$ cat src/rtl/pvr_tex_pkg.sv
// rtl/pvr_tex_pkg.sv - shared texel fetch encodings, state enum and ARGB expansion
package pvr_tex_pkg;

    localparam logic [1:0] PIX_1555 = 2'd0;
    localparam logic [1:0] PIX_565  = 2'd1;
    localparam logic [1:0] PIX_4444 = 2'd2;

    typedef enum logic [2:0] {IDLE, CALC, REQ, WAIT, OUT} fetch_state_t;

    // Sizes are powers of two, so the highest set bit is the log2.
    function automatic logic [3:0] size_log2(input logic [10:0] s);
        logic [3:0] r;
        r = '0;
        for (int i = 0; i < 11; i++) begin
            if (s[i]) r = 4'(i);
        end
        return r;
    endfunction

    // Reserved format 3 decodes as RGB565.
    function automatic logic [31:0] expand_16_to_argb(input logic [15:0] p, input logic [1:0] fmt);
        logic [31:0] r;
        r = {8'hFF, p[15:11], p[15:13], p[10:5], p[10:9], p[4:0], p[4:2]};
        case (fmt)
            PIX_1555: r = {{8{p[15]}}, p[14:10], p[14:12], p[9:5], p[9:7], p[4:0], p[4:2]};
            PIX_4444: r = {p[15:12], p[15:12], p[11:8], p[11:8], p[7:4], p[7:4], p[3:0], p[3:0]};
            PIX_565, 2'd3: r = {8'hFF, p[15:11], p[15:13], p[10:5], p[10:9], p[4:0], p[4:2]};
        endcase
        return r;
    endfunction

endpackage

$ cat src/rtl/tex_twiddle_idx.sv
// rtl/tex_twiddle_idx.sv - texel index from U/V, linear or twiddled (Morton) layout
module tex_twiddle_idx
    import pvr_tex_pkg::*;
(
    input  logic [9:0]  u,
    input  logic [9:0]  v,
    input  logic [10:0] u_size,
    input  logic [10:0] v_size,
    input  logic        twiddled,
    output logic [19:0] idx
);

    logic [3:0]  lu, lv, m;
    logic [9:0]  um, vm, big;
    logic [19:0] tw_idx, lin_idx;

    always_comb begin
        lu  = size_log2(u_size);
        lv  = size_log2(v_size);
        m   = (lu < lv) ? lu : lv;
        um  = u & 10'(u_size - 11'd1);
        vm  = v & 10'(v_size - 11'd1);
        big = (lu > lv) ? um : vm;
        // Leftover high bits of the longer side sit above the 2*m interleaved bits.
        tw_idx = (20'(big) >> m) << {m, 1'b0};
        for (int i = 0; i < 10; i++) begin
            if (4'(i) < m) begin
                tw_idx[2*i]   = vm[i];
                tw_idx[2*i+1] = um[i];
            end
        end
        lin_idx = (20'(vm) << lu) | 20'(um);
        idx     = twiddled ? tw_idx : lin_idx;
    end

endmodule

$ cat src/rtl/tex_fetch.sv
// rtl/tex_fetch.sv - texel fetch: index, VRAM word read, lane select, ARGB8888 expand; option TEX_WORD_CACHE_EN
module tex_fetch
    import pvr_tex_pkg::*;
#(
    parameter int VRAM_AW = 20,
    parameter int BASE_W  = 21
) (
    input  logic               clock,
    input  logic               reset,
    input  logic               in_valid,
    output logic               in_ready,
    input  logic [9:0]         u_in,
    input  logic [9:0]         v_in,
    input  logic [10:0]        tex_u_size_full,
    input  logic [10:0]        tex_v_size_full,
    input  logic [BASE_W-1:0]  tex_base,
    input  logic               tex_twiddled,
    input  logic [1:0]         pix_fmt,
    output logic               vram_rd,
    output logic [VRAM_AW-1:0] vram_addr,
    input  logic               vram_wait,
    input  logic               vram_valid,
    input  logic [63:0]        vram_din,
    output logic               texel_valid,
    input  logic               texel_ready,
    output logic [31:0]        texel_argb
);

    fetch_state_t       state, state_nxt;
    logic [9:0]         u_q, v_q;
    logic [10:0]        usz_q, vsz_q;
    logic [BASE_W-1:0]  base_q;
    logic               twid_q;
    logic [1:0]         fmt_q;
    logic [VRAM_AW-1:0] addr_q, calc_addr;
    logic [1:0]         lane_q;
    logic [31:0]        texel_q;
    logic [19:0]        idx;
    logic               hit, data_take;
    logic [63:0]        data_word;
    logic [15:0]        lane_word;

    tex_twiddle_idx u_idx (
        .u        (u_q),
        .v        (v_q),
        .u_size   (usz_q),
        .v_size   (vsz_q),
        .twiddled (twid_q),
        .idx      (idx)
    );

    assign calc_addr = VRAM_AW'(base_q + BASE_W'(idx[19:2]));

`ifdef TEX_WORD_CACHE_EN
    logic               cache_valid, hit_q;
    logic [VRAM_AW-1:0] cache_addr;
    logic [63:0]        cache_data;

    assign hit       = hit_q;
    assign data_word = hit_q ? cache_data : vram_din;

    always_ff @(posedge clock or posedge reset) begin
        if (reset) begin
            cache_valid <= 1'b0;
            cache_addr  <= '0;
            cache_data  <= '0;
            hit_q       <= 1'b0;
        end else begin
            if (state == IDLE && in_valid && tex_base != base_q) cache_valid <= 1'b0;
            if (state == CALC) hit_q <= cache_valid && (cache_addr == calc_addr);
            if (data_take && !hit_q) begin
                cache_valid <= 1'b1;
                cache_addr  <= addr_q;
                cache_data  <= vram_din;
            end
        end
    end
`else
    assign hit       = 1'b0;
    assign data_word = vram_din;
`endif

    assign lane_word = data_word[{lane_q, 4'b0000} +: 16];
    assign data_take = (state == REQ && (hit || (!vram_wait && vram_valid)))
                    || (state == WAIT && vram_valid);

    assign in_ready    = (state == IDLE);
    assign vram_rd     = (state == REQ) && !hit;
    assign vram_addr   = addr_q;
    assign texel_valid = (state == OUT);
    assign texel_argb  = texel_q;

    always_comb begin
        state_nxt = state;
        case (state)
            IDLE: if (in_valid) state_nxt = CALC;
            CALC: state_nxt = REQ;
            REQ: begin
                if (hit) state_nxt = OUT;
                else if (!vram_wait) state_nxt = vram_valid ? OUT : WAIT;
            end
            WAIT: if (vram_valid) state_nxt = OUT;
            OUT:  if (texel_ready) state_nxt = IDLE;
            default: state_nxt = IDLE;
        endcase
    end

    always_ff @(posedge clock or posedge reset) begin
        if (reset) begin
            state   <= IDLE;
            u_q     <= '0;
            v_q     <= '0;
            usz_q   <= '0;
            vsz_q   <= '0;
            base_q  <= '0;
            twid_q  <= 1'b0;
            fmt_q   <= '0;
            addr_q  <= '0;
            lane_q  <= '0;
            texel_q <= '0;
        end else begin
            state <= state_nxt;
            if (state == IDLE && in_valid) begin
                u_q    <= u_in;
                v_q    <= v_in;
                usz_q  <= tex_u_size_full;
                vsz_q  <= tex_v_size_full;
                base_q <= tex_base;
                twid_q <= tex_twiddled;
                fmt_q  <= pix_fmt;
            end
            if (state == CALC) begin
                addr_q <= calc_addr;
                lane_q <= idx[1:0];
            end
            if (data_take) texel_q <= expand_16_to_argb(lane_word, fmt_q);
        end
    end

endmodule
$ cat config.mk
export PLATFORM = sky130hd
export DESIGN_NAME = tex_fetch
export DESIGN_NICKNAME = d
export VERILOG_FILES = /design/src/rtl/pvr_tex_pkg.sv /design/src/rtl/tex_twiddle_idx.sv /design/src/rtl/tex_fetch.sv
export SDC_FILE = /design/constraint.sdc
export NUM_CORES = 1
export LEC_CHECK = 0
export CORE_MARGIN = 2
export CORE_UTILIZATION = 45
export CTS_BUF_LIST = sky130_fd_sc_hd__clkbuf_16
export DETAILED_ROUTE_END_ITERATION = 10
export DONT_BUFFER_PORTS = 1
export PLACE_DENSITY_LB_ADDON = 0.2
export SYNTH_ARGS = -nofsm -noshare
export SYNTH_HDL_FRONTEND = slang
export SYNTH_SLANG_ARGS = --single-unit
$ cat constraint.sdc
create_clock -name clock -period 16.2 [get_ports clock]
set_clock_uncertainty 0.2 [all_clocks]
set_input_delay 3.24 -clock clock [delete_from_list [all_inputs] [get_ports clock]]
set_output_delay 3.24 -clock clock [all_outputs]
set_load 0.02 [all_outputs]
==> results.md, run 1 <==
- Status: complete, no violations
- Compound-Gate Fraction of Synth Area: 19.7%
- Pre-CTS WS: 8.14 ns
- Row count: 50
- Design Area, Final: 9090 sq um
- Most frequent cells in the layout: nand2_1, dfrtp_1, o21ai_0
- CTS Sinks: 118
- GRT Total Usage: 23.2%
- 1st-iter DRT viols: 457
- Seq/Total Area, Yosys: 35.1%
- Largest net degree at the start of global routing: 77
- Postcts setup bufs: 0
- Post-Synth Adder-Cell Area: 3.95%
- CP endpoint kind: flop
- Layout cells sized above 1: 16.4%
- Least-Margin Pin Slew: 1.00 ns
- Vias per cell: 6.09
- Die Ht: 141 microns
- Crit path max-delay family: compound AO/OA/AOI/OAI gates
- CTS tree: yes
- Worst EP required: 16.29 ns
- EDFF count, synth: 0
- Syn avg cell area: 8.98 sq um
- Vias in the first global route: 6649
- Reg clk slew, reported paths: 0.06 ns
- Setup Viol. Count Final: 0
- Simple-Gate Fraction of Synth Area: 17.3%
- DRC Markers: 0
- Tmin final: 8.22 ns
- Cells after Synth: 938
- Final nets: 1067
- Max-cap violation count: 0
- First-pass GRT wire length: 36500 microns
- Placed cell area: 8530 sq um
- XOR/XNOR Fraction of Synth Area: 2.08%
- Bufs and invs on worst path: 2
- H-tree Lvls: 4
- Worst min path class: flop to flop
- N_diodes: 0
- RSZ-0062 raised after global routing: false
- GRT Residual Overflow: 0
- Commonest non-fill, non-tap cell in the layout: nand2_1
- Relative slew slack: 33.0%
- Mux cell area share after synthesis: 17.7%
- Die width: 141 microns
- Critical Path Start Type: flop
- Top FF cell, synth: dfrtp_1
- DR vias: 7021
- Worst path slowest cell: a21oi_1
- Syn_nets: 1100
- 1st-pass router iterations: 7
- Worst path max stage delay: 0.82 ns
- Final wirelength: 23000 microns
- Core area: 18500 sq um
- Wire length per cell after detailed routing: 20.0 microns
- Worst path arrival time: 8.32 ns
- Worst Setup Slack, final: 7.98 ns
- GP Congestion: 0.939
- Final Max Tran Viols: 0
- Final Hold Viols: 0
- Clock Tree Root: clkbuf_16
- Initial antenna violation count: 1
- Largest family of logic cells by synthesized area: compound AO/OA/AOI/OAI gates
- Post-cts gate resize count: 0
- Port Buffers: 0
- FFs w/ async S/R, synth: 100%
- CTS Buf Count: 17
- Total Neg Setup Slack: 0 ns
- Mapped Area: 8420 sq um
- Initial core utilization: 45.5%
- Fin crit share: 50.8%
- P&R area growth vs syn: 7.92%
- Post-synthesis register bit count: 118
- Die ar.: 19800 sq um
- Antenna viol nets, final: 0
- Yosys cell types: 81
- Crit Path Class: flop to flop
- Critical path peak fanout: 25
- WHS: 0.305 ns
- Num ports: 191
- Hold_buf cts: 0
- CTS Buffer Depth: 2
- Clock Latency Late Sink: 0.43 ns
- Fmax achieved: 0.122 GHz
- YS warnings: 0
- DP Wirelength: 17000 microns
## registers in the layout (all words and copies together) (netlist names)
name        count
fmt_q           2
lane_q          2
texel_argb     28
v_q            10
vsz_q          11
state           3
base_q         20
usz_q          11
twid_q          1
u_q            10
vram_addr      20
## layer usage
layer	global-route usage, %	vias to the layer above	part of all wire [%]
met2	36.3	276	45
met4	8.42	0	2.2
met3	5.50	31	7.0
met1	31.7	3331	46
li1	-	3383	-
met5	0	-	0
## final timing paths
path | startpoint | endpoint | slack [ns] | cells past startpoint
worst max-delay path | usz_q[4]$_DFFE_PP0P_ | vram_addr[18]$_DFFE_PP0N_ | 7.98 | 25
min in group asynchronous | reset | vram_addr[19]$_DFFE_PP0N_ | 2.54 | 1
max in group asynchronous | reset | usz_q[7]$_DFFE_PP0P_ | 11.90 | 2
worst min-delay path | u_q[1]$_DFFE_PP0P_ | u_q[1]$_DFFE_PP0P_ | 0.30 | 1
worst max register to register | usz_q[4]$_DFFE_PP0P_ | vram_addr[18]$_DFFE_PP0N_ | 7.98 | 25
worst min register to register | u_q[1]$_DFFE_PP0P_ | u_q[1]$_DFFE_PP0P_ | 0.30 | 1
## Yosys cell counts (8+ instances only)
cell type,number,share of area (%)
a211oi_1,11,0.98
a21o_1,9,0.80
a21oi_1,57,3.4
a221oi_1,8,0.83
a31oi_1,19,1.4
buf_1,8,0.36
clkbuf_1,39,1.7
dfrtp_1,118,35
ha_1,25,3.7
inv_1,25,1.1
mux2_2,68,9.1
mux2i_1,27,3.2
mux4_2,16,4.3
nand2_1,144,6.4
nand2b_1,13,0.97
nand3_1,21,1.2
nor2_1,58,2.6
nor2b_1,8,0.59
nor3_1,25,1.5
o21ai_0,75,4.5
o31ai_1,11,0.98
xor2_1,16,1.7
## worst reg2reg max path: cells and delay by family (launching register included)
kind | cells | cell delay, ns
compound gates | 11 | 3.99
fa+ha+maj | 3 | 0.87
xor+xnor | 1 | 0.18
mux | 2 | 0.92
buf+inv | 2 | 0.40
simple gates | 6 | 0.98
flops | 1 | 0.53
## per-stage QoR
stage                     std cells  util (%)
after global routing           1152      49.1
after floorplan                 938         -
after detailed placement       1120      46.1
after global placement         1120      46.1
after CTS                      1152      49.1
final                          1152      49.1
## cell type report
class | instances | area [sq um]
tap | 234 | 293
multi-input combinational | 734 | 5130
timing repair buffer | 8 | 60.1
inverter | 26 | 100
clock inverter | 15 | 130
sequential | 118 | 2950
clock buffer | 17 | 425
fill | 1787 | 9430
## cell families (layout without fill, tap and decap cells)
| group | after synthesis | count (layout) |
|---|---|---|
| AOI/OAI and AO/OA | 256 | 256 |
| xor gates and xnor gates | 20 | 20 |
| and+or+nand+nor | 316 | 316 |
| adders and majority gates | 26 | 26 |
| muxes | 116 | 116 |
| DFF | 118 | 118 |
| buffers and inverters | 86 | 66 |
Power of run 1 is not shown: default switching activity piles up to over one toggle a cycle in this logic, so the estimate is an artifact.
==> run 2: changes to the inputs <==
Clock period 16.2 ns to 7.7 ns, I/O delays scaled along.
==> results.md, run 2 (synthesis results as in run 1) <==
- Row count: 50 (unchanged)
- P&R area growth vs syn: 10.9%
- Fill cells: 1763 (-1.3%)
- Status: complete, no violations
- Worst min path class: flop to flop
- Critical path peak fanout: 11 (-56%)
- Antenna viol nets, final: 0 (unchanged)
- Die ar.: 19800 sq um (unchanged)
- CTS tree: yes
- Most frequent cells in the layout: nand2_1, dfrtp_1, o21ai_0
- Initial antenna violation count: 1 (unchanged)
- Die width: 141 microns (unchanged)
- Port Buffers: 0 (unchanged)
- DR vias: 7201 (+2.6%)
- Worst r2r src: usz_q[4]$_DFFE_PP0P_
- Initial core utilization: 45.5% (unchanged)
- CTS Sinks: 118 (unchanged)
- 1st-pass router iterations: 5 (-2)
- Worst path arrival time: 7.10 ns (-1.22 ns)
- Final Util: 50.4% (+1.4 points)
- Postcts setup bufs: 0 (unchanged)
- Least-Margin Pin Slew: 1.17 ns (+0.170 ns)
- Reg clk slew, reported paths: 0.06 ns (about the same)
- Met3 WL: 1710 microns (+6.1%)
- Fmax achieved: 0.143 GHz (+17%)
- N_diodes: 0 (unchanged)
- Max FFs per register: 28 (unchanged)
- Commonest non-fill, non-tap cell in the layout: nand2_1
- Wire length per cell after detailed routing: 20.2 microns (+0.87%)
- First-pass GRT wire length: 38000 microns (+4.0%)
- Die Ht: 141 microns (unchanged)
- Tmin final: 7.01 ns (-1.22 ns)
- Final nets: 1094 (+2.5%)
- Layout cells sized above 1: 18.8% (+2.4 points)
- CTS Buffer Depth: 2 (unchanged)
- 1st-iter DRT viols: 604 (+32%)
- Clock Tree Root: clkbuf_16
- Largest net degree at the start of global routing: 81 (+5.2%)
- Final wirelength: 23800 microns (+3.2%)
- Vias in the first global route: 6934 (+4.3%)
- CTS Buf Count: 17 (unchanged)
- Worst EP required: 7.79 ns (-8.50 ns)
- Met2 WL post-DR: 10800 microns (+3.7%)
- RSZ-0062 raised after global routing: false
- CP endpoint kind: flop
- H-tree Lvls: 4 (unchanged)
- Vias per cell: 6.11 (+0.21%)
- Relative slew slack: 21.0% (-12 points)
- Final Max Tran Viols: 0 (unchanged)
- Final instance count without filler cells: 1179 (+2.3%)
- Crit Path Class: flop to flop
- Max-cap violation count: 0 (unchanged)
- Final Hold Viols: 0 (unchanged)
- Fin crit share: 91.0% (+40 points)
- Placed cell area: 8730 sq um (+2.3%)
- Dpl cells: 1147 (+2.4%)
- GRT Residual Overflow: 0 (unchanged)
- GP Congestion: 0.946 (+0.76%)
- Worst hold start: u_q[4]$_DFFE_PP0P_
- Critical Path Start Type: flop
- Num ports: 191 (unchanged)
- Worst setup startpoint: usz_q[4]$_DFFE_PP0P_
- Design Area, Final: 9340 sq um (+2.8%)
- Clock Latency Late Sink: 0.43 ns (about the same)
- Setup Viol. Count Final: 0 (unchanged)
- DR top layer: met5
- DP Wirelength: 17500 microns (+3.0%)
- GRT Total Usage: 24.4% (+1.1 points)
- Total Neg Setup Slack: 0 ns (unchanged)
- Core area: 18500 sq um (unchanged)
- DRC Markers: 0 (unchanged)
- Post-Route M1 WL: 10700 microns (+2.0%)
==> run 2: changes by cell type in the layout (fill, tap and decap cells not counted), sizes merged <==
cell      previous run  this run
clkinvlp             6         1
inv                 28        26
buf                  8        35
bufinv               1         3
clkinv               6        11
==> run 2: layout make-up <==
type	instances	area [sq um]	area share (%)
Clock inverter	15	181	1.94
Sequential cell	118	2950	31.6
Clock buffer	17	425	4.55
Timing Repair Buffer	35	263	2.81
Multi-Input combinational cell	734	5130	54.9
Inverter	26	100	1.07
Tap cell	234	293	3.13
==> run 2: layer usage <==
metal  GRT usage, %  vias up
met1           33.3     3428
li1               -     3428
met4           8.11        2
met3           5.57       45
met5              0        -
met2           38.4      298
==> run 2: metrics by stage <==
step | setup WS [ns] | hold WS (ns)
final | 0.693 | 0.311
after CTS | 0.755 | 0.312
after detailed placement | 0.782 | 0.299
after global routing | 0.0853 | 0.324
after global placement | 0.773 | 0.295
after floorplan | 1.48 | 0.273
==> run 2: worst max-delay path, cell delays in order (launching register included) <==
cell,delay [ns]
dfrtp_1,0.50
or4_1,0.58
nand2_1,0.10
inv_1,0.12
ha_1,0.33
nor2_1,0.15
a211oi_1,0.13
a2111oi_1,0.72
nor2_1,0.31
buf_4,0.26
a211oi_1,0.45
nor4_2,0.13
nor4_1,0.33
o22ai_1,0.20
ha_1,0.25
inv_1,0.08
fa_1,0.20
nor2b_1,0.07
o31a_1,0.25
nor2_1,0.16
o211ai_1,0.14
a2111oi_0,0.45
buf_4,0.18
o21ai_0,0.10
a31oi_1,0.23
xor2_1,0.17
o21ai_0,0.08
==> run 2: path summary, 6_finish.rpt <==
path | end | slack, ns | cells after the start
min in group asynchronous | vram_addr[19]$_DFFE_PP0N_ | 0.81 | 1
max reg2reg | vram_addr[18]$_DFFE_PP0N_ | 0.69 | 26
min | u_q[4]$_DFFE_PP0P_ | 0.31 | 1
min reg2reg | u_q[4]$_DFFE_PP0P_ | 0.31 | 1
max in group asynchronous | base_q[7]$_DFFE_PP0P_ | 5.05 | 2
max | vram_addr[18]$_DFFE_PP0N_ | 0.69 | 26
==> run 2: what timing repair did <==
| item | in CTS | in global routing |
|---|---|---|
| hold buffers | 0 | 0 |
| resized for setup | 0 | 1 |
| setup endpoints to repair | 0 | 1 |
Power of run 2 is left out for the same reason.
